===== src/rtl/alu_op_decoder.sv =====
// Decode stage for the barrel RISC-V core: RV32I + LOTOUPC instruction to ALU
// control, operand selects and immediate, registered with stall/flush control.

package riscv_pkg;
  localparam logic [3:0] ADD_OP     = 4'h0;
  localparam logic [3:0] SUB_OP     = 4'h1;
  localparam logic [3:0] SLL_OP     = 4'h2;
  localparam logic [3:0] XOR_OP     = 4'h3;
  localparam logic [3:0] SRL_OP     = 4'h4;
  localparam logic [3:0] SRA_OP     = 4'h5;
  localparam logic [3:0] OR_OP      = 4'h6;
  localparam logic [3:0] AND_OP     = 4'h7;
  localparam logic [3:0] PASS_OP    = 4'h8;
  localparam logic [3:0] LOTOUPC_OP = 4'h9;
endpackage

module alu_op_decoder
  import riscv_pkg::*;
#(
  parameter int ALUOP_WIDTH = 4,
  parameter int DWIDTH      = 32,
  parameter int TID_WIDTH   = 4,
  parameter int CNT_WIDTH   = 16
) (
  input  logic                   clk,
  input  logic                   reset,
  input  logic                   i_valid,
  input  logic [DWIDTH-1:0]      i_instr,
  input  logic [DWIDTH-1:0]      i_pc,
  input  logic [TID_WIDTH-1:0]   i_tid,
  input  logic                   i_stall,
  input  logic                   i_flush,
  output logic                   o_valid,
  output logic [ALUOP_WIDTH-1:0] o_aluop,
  output logic                   o_op1_sel,
  output logic [1:0]             o_op2_sel,
  output logic [DWIDTH-1:0]      o_imm,
  output logic [4:0]             o_rs1,
  output logic [4:0]             o_rs2,
  output logic [4:0]             o_rd,
  output logic [1:0]             o_setlt,
  output logic                   o_illegal,
  output logic [DWIDTH-1:0]      o_pc,
  output logic [TID_WIDTH-1:0]   o_tid,
  output logic [CNT_WIDTH-1:0]   o_illegal_cnt
);

  typedef enum logic [6:0] {
    OPC_OP_IMM  = 7'b0010011,
    OPC_OP      = 7'b0110011,
    OPC_LUI     = 7'b0110111,
    OPC_AUIPC   = 7'b0010111,
    OPC_LOAD    = 7'b0000011,
    OPC_STORE   = 7'b0100011,
    OPC_JAL     = 7'b1101111,
    OPC_JALR    = 7'b1100111,
    OPC_BRANCH  = 7'b1100011,
    OPC_CUSTOM0 = 7'b0001011
  } opcode_e;

  localparam logic [6:0] F7_ZERO = 7'b0000000;
  localparam logic [6:0] F7_ALT  = 7'b0100000;

  logic [2:0]        f3;
  logic [6:0]        f7;
  logic [DWIDTH-1:0] imm_i, imm_s, imm_b, imm_u, imm_j;

  assign f3    = i_instr[14:12];
  assign f7    = i_instr[31:25];
  assign imm_i = DWIDTH'($signed(i_instr[31:20]));
  assign imm_s = DWIDTH'($signed({i_instr[31:25], i_instr[11:7]}));
  assign imm_b = DWIDTH'($signed({i_instr[31], i_instr[7], i_instr[30:25], i_instr[11:8], 1'b0}));
  assign imm_u = DWIDTH'($signed({i_instr[31:12], 12'b0}));
  assign imm_j = DWIDTH'($signed({i_instr[31], i_instr[19:12], i_instr[20], i_instr[30:21], 1'b0}));

  // Shared f3 mapping for OP-IMM and the f7=0 half of OP.
  logic [3:0] arith_op;
  logic [1:0] arith_lt;
  logic       arith_ok;

  always_comb begin
    arith_op = ADD_OP;
    arith_lt = 2'b00;
    arith_ok = 1'b1;
    case (f3)
      3'b000: arith_op = ADD_OP;
      3'b001: begin
        arith_op = SLL_OP;
        arith_ok = (f7 == F7_ZERO);
      end
      3'b010: begin
        arith_op = SUB_OP;
        arith_lt = 2'b01;
      end
      3'b011: begin
        arith_op = SUB_OP;
        arith_lt = 2'b10;
      end
      3'b100: arith_op = XOR_OP;
      3'b101: begin
        arith_op = (f7 == F7_ALT) ? SRA_OP : SRL_OP;
        arith_ok = (f7 == F7_ZERO) || (f7 == F7_ALT);
      end
      3'b110: arith_op = OR_OP;
      default: arith_op = AND_OP;
    endcase
  end

  logic [3:0]        dec_op;
  logic              dec_op1;
  logic [1:0]        dec_op2;
  logic [DWIDTH-1:0] dec_imm;
  logic [1:0]        dec_lt;
  logic              dec_ok;

  always_comb begin
    dec_op  = ADD_OP;
    dec_op1 = 1'b0;
    dec_op2 = 2'b00;
    dec_imm = '0;
    dec_lt  = 2'b00;
    dec_ok  = 1'b0;
    case (opcode_e'(i_instr[6:0]))
      OPC_OP_IMM: begin
        dec_op  = arith_op;
        dec_lt  = arith_lt;
        dec_op2 = 2'b01;
        dec_imm = imm_i;
        dec_ok  = arith_ok;
      end
      OPC_OP: begin
        if (f7 == F7_ZERO) begin
          dec_op = arith_op;
          dec_lt = arith_lt;
          dec_ok = 1'b1;
        end else if (f7 == F7_ALT && f3 == 3'b000) begin
          dec_op = SUB_OP;
          dec_ok = 1'b1;
        end else if (f7 == F7_ALT && f3 == 3'b101) begin
          dec_op = SRA_OP;
          dec_ok = 1'b1;
        end
      end
      OPC_LUI: begin
        dec_op  = PASS_OP;
        dec_op2 = 2'b01;
        dec_imm = imm_u;
        dec_ok  = 1'b1;
      end
      OPC_AUIPC: begin
        dec_op1 = 1'b1;
        dec_op2 = 2'b01;
        dec_imm = imm_u;
        dec_ok  = 1'b1;
      end
      OPC_LOAD: begin
        dec_op2 = 2'b01;
        dec_imm = imm_i;
        dec_ok  = 1'b1;
      end
      OPC_STORE: begin
        dec_op2 = 2'b01;
        dec_imm = imm_s;
        dec_ok  = 1'b1;
      end
      OPC_JAL: begin
        dec_op1 = 1'b1;
        dec_op2 = 2'b10;
        dec_imm = imm_j;
        dec_ok  = 1'b1;
      end
      OPC_JALR: begin
        dec_op1 = 1'b1;
        dec_op2 = 2'b10;
        dec_imm = imm_i;
        dec_ok  = 1'b1;
      end
      OPC_BRANCH: begin
        dec_op  = SUB_OP;
        dec_imm = imm_b;
        dec_ok  = 1'b1;
      end
      OPC_CUSTOM0: begin
        if (f3 == 3'b000 && f7 == F7_ZERO) begin
          dec_op = LOTOUPC_OP;
          dec_ok = 1'b1;
        end
      end
      default: dec_ok = 1'b0;
    endcase
    // Illegal encodings present a neutral ADD with no immediate.
    if (!dec_ok) begin
      dec_op  = ADD_OP;
      dec_op1 = 1'b0;
      dec_op2 = 2'b00;
      dec_imm = '0;
      dec_lt  = 2'b00;
    end
  end

  logic                   valid_q, valid_d;
  logic [ALUOP_WIDTH-1:0] aluop_q, aluop_d;
  logic                   op1_sel_q, op1_sel_d;
  logic [1:0]             op2_sel_q, op2_sel_d;
  logic [DWIDTH-1:0]      imm_q, imm_d;
  logic [4:0]             rs1_q, rs1_d, rs2_q, rs2_d, rd_q, rd_d;
  logic [1:0]             setlt_q, setlt_d;
  logic                   illegal_q, illegal_d;
  logic [DWIDTH-1:0]      pc_q, pc_d;
  logic [TID_WIDTH-1:0]   tid_q, tid_d;
  logic [CNT_WIDTH-1:0]   cnt_q, cnt_d;

  always_comb begin
    valid_d   = valid_q;
    aluop_d   = aluop_q;
    op1_sel_d = op1_sel_q;
    op2_sel_d = op2_sel_q;
    imm_d     = imm_q;
    rs1_d     = rs1_q;
    rs2_d     = rs2_q;
    rd_d      = rd_q;
    setlt_d   = setlt_q;
    illegal_d = illegal_q;
    pc_d      = pc_q;
    tid_d     = tid_q;
    cnt_d     = cnt_q;
    if (i_flush) begin
      valid_d = 1'b0;
    end else if (!i_stall) begin
      valid_d   = i_valid;
      aluop_d   = ALUOP_WIDTH'(dec_op);
      op1_sel_d = dec_op1;
      op2_sel_d = dec_op2;
      imm_d     = dec_imm;
      rs1_d     = i_instr[19:15];
      rs2_d     = i_instr[24:20];
      rd_d      = i_instr[11:7];
      setlt_d   = dec_lt;
      illegal_d = i_valid && !dec_ok;
      pc_d      = i_pc;
      tid_d     = i_tid;
      if (i_valid && !dec_ok && cnt_q != '1) begin
        cnt_d = cnt_q + CNT_WIDTH'(1);
      end
    end
  end

  always_ff @(posedge clk) begin
    if (reset) begin
      valid_q   <= 1'b0;
      aluop_q   <= ALUOP_WIDTH'(ADD_OP);
      op1_sel_q <= 1'b0;
      op2_sel_q <= '0;
      imm_q     <= '0;
      rs1_q     <= '0;
      rs2_q     <= '0;
      rd_q      <= '0;
      setlt_q   <= '0;
      illegal_q <= 1'b0;
      pc_q      <= '0;
      tid_q     <= '0;
      cnt_q     <= '0;
    end else begin
      valid_q   <= valid_d;
      aluop_q   <= aluop_d;
      op1_sel_q <= op1_sel_d;
      op2_sel_q <= op2_sel_d;
      imm_q     <= imm_d;
      rs1_q     <= rs1_d;
      rs2_q     <= rs2_d;
      rd_q      <= rd_d;
      setlt_q   <= setlt_d;
      illegal_q <= illegal_d;
      pc_q      <= pc_d;
      tid_q     <= tid_d;
      cnt_q     <= cnt_d;
    end
  end

  assign o_valid       = valid_q;
  assign o_aluop       = aluop_q;
  assign o_op1_sel     = op1_sel_q;
  assign o_op2_sel     = op2_sel_q;
  assign o_imm         = imm_q;
  assign o_rs1         = rs1_q;
  assign o_rs2         = rs2_q;
  assign o_rd          = rd_q;
  assign o_setlt       = setlt_q;
  assign o_illegal     = illegal_q;
  assign o_pc          = pc_q;
  assign o_tid         = tid_q;
  assign o_illegal_cnt = cnt_q;

endmodule


===== config.mk =====
export PLATFORM = sky130hd
export DESIGN_NAME = alu_op_decoder
export DESIGN_NICKNAME = d
export VERILOG_FILES = /design/src/rtl/alu_op_decoder.sv
export SDC_FILE = /design/constraint.sdc
export NUM_CORES = 1
export LEC_CHECK = 0
export ABC_AREA = 1
export CORE_MARGIN = 2
export CORE_UTILIZATION = 50
export CTS_BUF_LIST = sky130_fd_sc_hd__clkbuf_2 sky130_fd_sc_hd__clkbuf_4 sky130_fd_sc_hd__clkbuf_8
export DETAILED_ROUTE_END_ITERATION = 16
export PLACE_DENSITY = 0.89
export SLEW_MARGIN = 20
export SYNTH_ARGS = -nofsm -noshare
export SYNTH_HDL_FRONTEND = slang
export SYNTH_SLANG_ARGS = --single-unit

===== constraint.sdc =====
create_clock -name clk -period 5 [get_ports clk]
set_input_delay 1 -clock clk [delete_from_list [all_inputs] [get_ports clk]]
set_output_delay 1 -clock clk [all_outputs]
set_load 0.05 [all_outputs]

==> results of run 1 <==
synth_stat cells, types with 2 or more instances:
| cell | instances |
|---|---|
| dfxtp_1 | 110 |
| inv_2 | 9 |
| nor2_4 | 2 |
| nor3_1 | 6 |
| o21ai_0 | 63 |
| nand2_2 | 4 |
| nand3_1 | 49 |
| nand2_1 | 135 |
| o21ai_1 | 2 |
| clkbuf_1 | 26 |
| inv_1 | 34 |
| nand4_1 | 27 |
| a21oi_1 | 62 |
| buf_6 | 4 |
| buf_4 | 3 |
| a22o_1 | 3 |
| nor2_1 | 129 |
| xnor2_1 | 5 |
| nand3_2 | 3 |
| xor2_1 | 7 |
| nand2_4 | 2 |
| nor2_2 | 9 |
| buf_1 | 6 |
through the flow:
stage / instance area (sq um) / worst slack (ns)
detailed placement: 6820 / 1.52
floorplan: 4990 / 2.81
global route: 7030 / 1.65
CTS: 7020 / 1.91
finish: 7030 / 1.81
global placement: 6820 / 1.66
power breakdown:
group	internal, mW	switching (mW)
clock network	0.239	0.319
logic	0.121	0.210
registers	0.904	0.0152
kinds of logic after synthesis:
logic type | Yosys count
xor+xnor | 12
buf+inv | 85
simple gates | 368
fa+ha+maj | 1
compound gates | 131
mux | 1
flops | 110
flip-flops by register name, indices dropped and copies added (netlist names):
signal,flops
o_aluop,4
o_illegal,1
o_illegal_cnt,16
o_imm,32
o_op1_sel,1
o_op2_sel,2
o_pc,32
o_rd,5
o_rs1,5
o_rs2,5
o_setlt,2
o_tid,4
o_valid,1
worst max-delay path: cells and delay by family:
family        cells  cell delay, ns
buf+inv           4            1.65
simple gates      5            0.83
worst min path at each step:
| stage | start | endpoint | slack (ns) | cells past startpoint |
|---|---|---|---|---|
| after floorplan | o_rd[0] | o_rd[0] | 0.69 | 2 |
| after global placement | o_rd[0] | o_rd[0] | 0.45 | 2 |
| after detailed placement | o_imm[19] | o_imm[19] | 0.46 | 2 |
| after CTS | o_imm[20] | o_imm[20] | 0.47 | 2 |
| after global routing | o_rd[0] | o_rd[0] | 0.49 | 2 |
| final | o_imm[21] | o_imm[21] | 0.47 | 2 |
layer usage:
layer,vias to the layer above,part of all wire,track usage
li1,2623,-,-
met1,2510,0.40,0.316
met2,231,0.49,0.487
met3,40,0.077,0.0658
met4,0,0.030,0.120
met5,-,0,0
final cells by class:
| class | count | share of cell area |
|---|---|---|
| Multi-Input combinational cell | 513 | 0.346 |
| Sequential cell | 110 | 0.313 |
| Timing Repair Buffer | 186 | 0.263 |
| Inverter | 45 | 0.0244 |
| Tap cell | 133 | 0.0237 |
| Clock buffer | 9 | 0.0176 |
| Clock inverter | 7 | 0.0119 |
==> run summary, run 1 <==
Largest family of logic cells by synthesized area = simple AND/OR/NAND/NOR gates
PostCTS Resize Cnt = 0
Power per cell area = 257 nW/um^2
Post-synthesis simple-gate area fraction = 0.326
Clock Latency Late Sink = 0.38 ns
Drt via density = 5.39
Top_reg_cell synth = dfxtp_1
Crit path launch = i_stall
DR WL/cell = 14.9 um
Cell Count, Final, Fillers Out = 1003
R2R depth = 10
Worst vdd ir = 0.000166 V
Area Growth Syn to Fin = 40.8%
Layout cells sized above 1 = 0.0632
Fin crit share = 0.638
Status = finished clean
Placed Cells incl. Taps = 987
Largest cells by area after synthesis = dfxtp_1 44%, nand2_1 10%, nor2_1 9.7%
Power after layout = 1.81 mW
Core footprint = 9730 sq um
Post-synthesis sequential area ratio = 0.441
HPWL reported at the end of detailed placement = 10600 um
Hold-fix buffer count after cts = 0
Critical Path Slowest Stage Cell = buf_4
Setup Crit Path Kind = in2reg
Fraction of registers with async set/reset = 0
Routed Wire Length = 14900 um
Gpl congestion = 0.895
Mapped Nets = 782
Core Util, Final = 0.722
Max-cap violations = 0
Setup TNS = 0 ns
Post-Syn Area per Cell = 7.05 sq um
Reg area = 2200 sq um
CP endpoint kind = register
Number of global-route vias before repair = 5289
Measured slew at the worst slew-check pin = 0.906 ns
Clk slew on worst S/H paths = 0.10 ns
Crit path max fanout = 91
GRT Overall Usage = 0.275
Yosys top cell by area = dfxtp_1
Fmax = 313 MHz
Static leakage power = 2.79 nW
Hold Path Class = reg2reg
Clock sink count = 110
Post-synthesis mux area share = 0.00201
Num rows = 36
Total grt overflow = 0
Yosys warns = 0
Compound-cell area share of the yosys netlist = 0.134
DRT Pass-1 Iters = 5
Worst R2R Setup Slack = 2.84 ns
DRC = 0
Largest net degree at the start of global routing = 92
RSZ-0062 raised after global routing = false
Total vias in the final route = 5404
Fin. max-slew vios = 0
I/O Buffers = 182
Synthesized instance count = 708
Initial core utilization = 0.513
Most frequent cells in the layout = 181 x clkdlybuf4s50_1, 135 x nand2_1, 128 x nor2_1
CTS max path bufs = 2
Final setup vio count = 0
Footprint of the multi-input gates = 2430 sq um
Startpoint types = input port
EDFF count, synth = 0
Tmin final = 3.19 ns
Reg2Reg Capture Point = o_illegal_cnt[1]
Drt initial violations = 301
Root Driver = clkbuf_8
Most common cell after layout, fill and taps aside = clkdlybuf4s50_1
Antenna violations before repair = 0
Die Width = 104 um
Hold slack = 0.470 ns
Worst Skew = 0.0143 ns
H-Tree Depth = 3
Critical Path Most Common Cell = nor2_1
CTS tree = yes
Flops & latches, synth = 110
Area of the mapped netlist = 4990 sq um
# fillers = 783
Setup bufs post-CTS = 0
CP arrival = 3.50 ns
XOR/XNOR Fraction of Synth Area = 0.0211
Ports = 183
Final hold viol count = 0
Post-Synth Adder-Cell Area = 0.00251
Clock buffer count from CTS = 9
Fin nets = 939
Routed Antenna Nets = 0
Die Span Y = 104 um
# diodes = 0
Slowest stage delay, CP = 0.64 ns
Cells along the critical path = clkdlybuf4s50_1 > nor2_4 > buf_4 > nand2_1 > clkinv_1 > nand3_2 > inv_1 > nor2_1 > nor2_1
Die area = 10800 sq um
Post-synth top area share = 0.441
Slew headroom = 0.395
CP required = 5.31 ns
Global-route wire length before repair = 24800 um
Netlist cell types = 31
Reg-to-Reg Start = o_illegal_cnt[0]
Worst setup path end = o_illegal_cnt[0]
(Power assumes the default switching activity.)
==> run 2: changes to the inputs <==
- CORE_UTILIZATION: 50 -> 46
- PLACE_DENSITY: 0.89 -> 0.82
- clock period: 5 -> 3.15 ns (I/O delays scaled with it)
==> run summary, run 2 (synthesized netlist as in run 1, its figures left out) <==
Routed Wire Length = 15000 um (+0.24%)
Setup TNS = 0 ns (unchanged)
HPWL reported at the end of detailed placement = 10800 um (+2.6%)
Status = finished clean
Clk slew on worst S/H paths = 0.11 ns (about the same)
CP delay by family, top = simple AND/OR/NAND/NOR gates
Initial core utilization = 0.466 (-0.0464)
Clock Latency Late Sink = 0.37 ns (about the same)
Global-route wire length before repair = 24300 um (-1.9%)
Area Growth Syn to Fin = 42.9%
Most common cell after layout, fill and taps aside = clkdlybuf4s50_1
Total grt overflow = 0 (unchanged)
Number of global-route vias before repair = 5087 (-3.8%)
Setup bufs post-CTS = 0 (unchanged)
Min-delay src = o_op2_sel[0]
Hold-fix buffer count after cts = 0 (unchanged)
M1 wire length = 6010 um (+1.2%)
Ports = 183 (unchanged)
Reg2Reg Capture Point = o_illegal_cnt[15]
Met2 routed wirelength = 7080 um (-4.3%)
CP endpoint kind = register
Worst R2R Setup Slack = 1.03 ns (-1.81 ns)
Die area = 11700 sq um (+8.3%)
RSZ-0062 raised after global routing = false
Fin. max-slew vios = 0 (unchanged)
Fin crit share = 0.761
Hold Path Class = reg2reg
Die Width = 108 um (+4.1%)
Worst vdd ir = 0.000282 V (+70%)
WL met3 = 1330 um (+15%)
Cells along the critical path = clkdlybuf4s50_1 > inv_2 > nor2_2 > inv_1 > nor3_1 > nand2_1 > nand3_2 > buf_12 > nand3_1 > a21oi_1
Cell Count, Final, Fillers Out = 1017 (+1.4%)
Worst Skew = 0.00212 ns (-0.0122 ns)
Num rows = 38 (+5.6%)
Clock buffer count from CTS = 9 (unchanged)
Critical Path Slowest Stage Cell = clkdlybuf4s50_1
Routed Antenna Nets = 0 (unchanged)
Core footprint = 10700 sq um (+10%)
Worst path bufs/invs = 4 (unchanged)
DR WL/cell = 14.7 um (-1.1%)
Core Util, Final = 0.666 (-0.0557)
Root Driver = clkbuf_8
Static leakage power = 2.85 nW (+2.2%)
Tmin final = 2.40 ns
Power per cell area = 416 nW/um^2 (+62%)
WHS Endpoint = o_op2_sel[0]
Hold Path Cell Cnt = 2 (unchanged)
Startpoint types = input port
Drt via density = 5.28 (-1.9%)
H-Tree Depth = 3 (unchanged)
# diodes = 0 (unchanged)
Placed Cells incl. Taps = 1001 (+1.4%)
Slew headroom = 0.549 (+0.154)
Final hold viol count = 0 (unchanged)
CTS max path bufs = 2 (unchanged)
I/O Buffers = 182 (unchanged)
PostCTS Resize Cnt = 0 (unchanged)
CTS tree = yes
Setup Crit Path Kind = in2reg
Fin nets = 946 (+0.75%)
Clock sink count = 110 (unchanged)
Total vias in the final route = 5374 (-0.56%)
Layout cells sized above 1 = 0.0707 (+0.00748)
DRT Pass-1 Iters = 5 (unchanged)
Crit path max fanout = 20 (-78%)
Max-cap violations = 0 (unchanged)
CP arrival = 2.69 ns (-0.81 ns)
Slowest stage delay, CP = 0.47 ns (-0.17 ns)
GRT Overall Usage = 0.260 (-0.0148)
CP required = 3.44 ns (-1.87 ns)
Gpl congestion = 0.994 (+11%)
Most frequent cells in the layout = 181 x clkdlybuf4s50_1, 135 x nand2_1, 128 x nor2_1
Fmax = 417 MHz
Largest net degree at the start of global routing = 58 (-37%)
Measured slew at the worst slew-check pin = 0.675 ns (-0.231 ns)
Antenna violations before repair = 0 (unchanged)
# fillers = 914 (+17%)
DR top layer = met4
DRC = 0 (unchanged)
Drt initial violations = 298 (-1.0%)
R2R depth = 9 (-1)
Die Span Y = 108 um (+4.1%)
Reg-to-Reg Start = o_illegal_cnt[0]
Final setup vio count = 0 (unchanged)
run 2: cell count changes in the layout (fill, tap and decap cells not counted), sizes merged:
cell	change
buf	+7
clkinvlp	-2
inv	+2
bufinv	+1
clkinv	-1
run 2: power breakdown:
group	leakage [nW]	total, mW	switching (mW)	internal [mW]
logic	1.84	0.535	0.336	0.199
registers	0.896	1.46	0.0236	1.44
clock network	0.116	0.969	0.509	0.460
total	2.85	2.96	0.869	2.09
run 2: layer usage:
layer / track usage / vias to the layer above
met5: 0 / -
met4: 0.120 / 0
met3: 0.0603 / 60
met2: 0.435 / 279
met1: 0.318 / 2392
li1: - / 2643
run 2: worst max-delay path by stage:
stage / startpoint / slack (ns) / depth (start not counted) / endpoint
6_report: i_instr[4] / 0.75 / 10 / o_imm[2]
5_1_grt: i_instr[4] / 0.60 / 10 / o_imm[17]
4_1_cts: o_illegal_cnt[2] / 0.79 / 1 / o_illegal_cnt[2]
3_5_place_dp: i_instr[6] / 0.47 / 9 / o_imm[2]
3_3_place_gp: i_instr[4] / 0.58 / 11 / o_imm[14]
2_1_floorplan: o_illegal_cnt[0] / 1.03 / 9 / o_illegal_cnt[5]
run 2: area by class of cell:
type / instances / area, sq um / share of cell area
flip-flops and latches: 110 / 2200 / 0.309
multi-input cells: 513 / 2430 / 0.341
inverters: 45 / 170 / 0.0239
well taps: 140 / 175 / 0.0246
clock inverters: 7 / 103 / 0.0144
clock buffers: 9 / 124 / 0.0174
repair buffers: 193 / 1920 / 0.270
run 2: per-stage QoR:
stage	setup WS, ns	power [mW]	hold WS, ns	instance area, sq um
3_5_place_dp	0.470	2.02	0.454	6900
6_report	0.753	2.96	0.467	7130
5_1_grt	0.600	3.07	0.485	7130
4_1_cts	0.792	2.97	0.471	7130
2_1_floorplan	1.03	1.79	0.686	4990
3_3_place_gp	0.579	2.01	0.452	6900
run 2: worst min-delay path, stage by stage (launching register included):
cell and delay [ns]:
dfxtp_1 0.33, nand2_1 0.06, a21oi_1 0.05
==> variant (settings of run 2) <==
Take the reset off `pc_q` and load it in a clocked block of its own.
--- a/src/rtl/alu_op_decoder.sv
+++ b/src/rtl/alu_op_decoder.sv
@@ -257,7 +257,6 @@
       rd_q      <= '0;
       setlt_q   <= '0;
       illegal_q <= 1'b0;
-      pc_q      <= '0;
       tid_q     <= '0;
       cnt_q     <= '0;
     end else begin
@@ -271,10 +270,13 @@
       rd_q      <= rd_d;
       setlt_q   <= setlt_d;
       illegal_q <= illegal_d;
-      pc_q      <= pc_d;
       tid_q     <= tid_d;
       cnt_q     <= cnt_d;
     end
+  end
+
+  always_ff @(posedge clk) begin
+    pc_q <= pc_d;
   end
 
   assign o_valid       = valid_q;
Formal check against the unedited RTL: not equivalent (Yosys sat finds a counterexample within 4 cycles, from zero or initial values and one cycle with reset high).
==> variant against run 2 <==
- routed wire length is 10% lower
- worst setup slack worse by 0.19 ns
- power is 5.4% lower
- count of clock-buffer cells in the layout stayed put
- first-iteration DRC count is 31% lower
- final area is 3.1% lower
- synthesized area is 3.3% lower
- via count is 14% lower
- sequential cell count stayed put
- critical endpoint is now o_illegal_cnt[1]
- largest cell class is now flip-flops and latches
- highest routed layer unchanged
==> variant: results (changes against run 2) <==
Run status
  – Outcome: complete, no violations

Synth
  – Sequential area share after synthesis: 52.3% (+8.1 points)
  – Syn nets: 673 (-14%)
  – Synth top cells by count: nand2_1, dfxtp_1, a21oi_1
  – Post-synth EDFFs: 32 (+32)
  – Mean post-synth cell area: 8.05 sq um (+14%)
  – Dominant cells by area after synthesis: dfxtp_1, edfxtp_1, nand2_1

Cells and area
  – Nets@finish: 844 (-11%)
  – Fin cells: 911 (-10%)
  – Multi-input gate count: 408 (-20%)
  – Non-clock buffer area fraction after layout: 27.0% (+0.037 points)
  – Multi-input gate share of total cell area: 28.4% (-5.7 points)
  – Nonclk inv count: 54 (+20%)
  – # fillers: 859 (-6.0%)
  – Signal buffers: 187 (-3.1%)
  – Register Area: 2520 sq um (+15%)
  – Clk tree area frac: 2.61% (-0.57 points)

Global route
  – Vias in the first global route: 4428 (-13%)
  – First-pass GRT wire length: 21.6 mm (-11%)
  – Met1 usage: 29.4% (-2.4 points)
  – Met3 global-route usage: 6.01% (-0.019 points)
  – Maximum number of pins on one net before global-route repair: 76 (+31%)
  – Total GRT Usage: 23.8% (-2.2 points)

Setup path
  – Worst Path Arrival: 2.88 ns (+0.19 ns)
  – Critical path's largest stage delay: 0.64 ns (+0.17 ns)
  – FF-to-FF setup slack: 0.94 ns (-0.09 ns)
  – Launch point of the worst path: i_instr[12]
  – Crit-path max FO: 21 (+5.0%)
  – Crit path capture: o_illegal_cnt[1]

Timing
  – Worst hold slack: 0.471 ns (+0.00413 ns)
  – Relative slew slack: 60.4% (+5.5 points)
  – FMAX: 387 MHz (-7.2%)

Place
  – Post-place setup slack: 0.216 ns (-0.254 ns)
  – Placed cell count: 895 (-11%)
  – Hpwl dp: 10.0 mm (-7.2%)
  – DP Area: 6730 sq um (-2.6%)
  – Placer Congestion: 0.957 (-3.7%)

Route
  – DRC marker count from the first detailed-route iteration: 205 (-31%)
  – Met2 routed WL: 6.37 mm (-9.9%)
  – Mean routed wirelength per cell: 14.7 microns (about the same)
  – Vias: 4629 (-14%)
  – Met3 WL: 1.01 mm (-24%)
  – Drt pass-1 iters: 4 (-1)

Pwr
  – Leakage: 2.63 nW (-7.7%)
  – Power density over the cells: 406 nW/um^2 (-2.3%)

Worst hold path
  – Endpoint, Worst Hold: o_imm[6]
  – HP Start: o_imm[6]

Floorplanning
  – Tap cell count: 136 (-2.9%)
## variant: changes by cell type in the layout (fill, tap and decap cells not counted), sizes merged, moves of 4 or more
cell,change
dfxtp,-32
o21ai,-23
nor2,-75
inv,+10
buf,-6
nand2,+24
nand4,-8
edfxtp,+32
xor2,+4
nand3,-30
## variant: report_power, final
| part | switching, mW | internal [mW] | leakage, nW |
|---|---|---|---|
| registers | 0.0174 | 1.50 | 0.933 |
| logic | 0.303 | 0.182 | 1.60 |
| clock network | 0.498 | 0.298 | 0.0955 |
| total | 0.818 | 1.99 | 2.63 |
## variant: worst min-delay path, delay by kind of cell (launching register included)
family	cells	cell delay, ns
flip-flops	1	0.32
AND/OR/NAND/NOR	1	0.06
AO/OA/AOI/OAI	1	0.05
## variant: kinds of logic after synthesis
family | Yosys count | share of synthesized area, %
simple gates | 282 | 25.9
compound gates | 112 | 12.1
flops | 110 | 52.3
buf+inv | 81 | 7.11
xor+xnor | 13 | 2.36
fa+ha+maj | 1 | 0.259
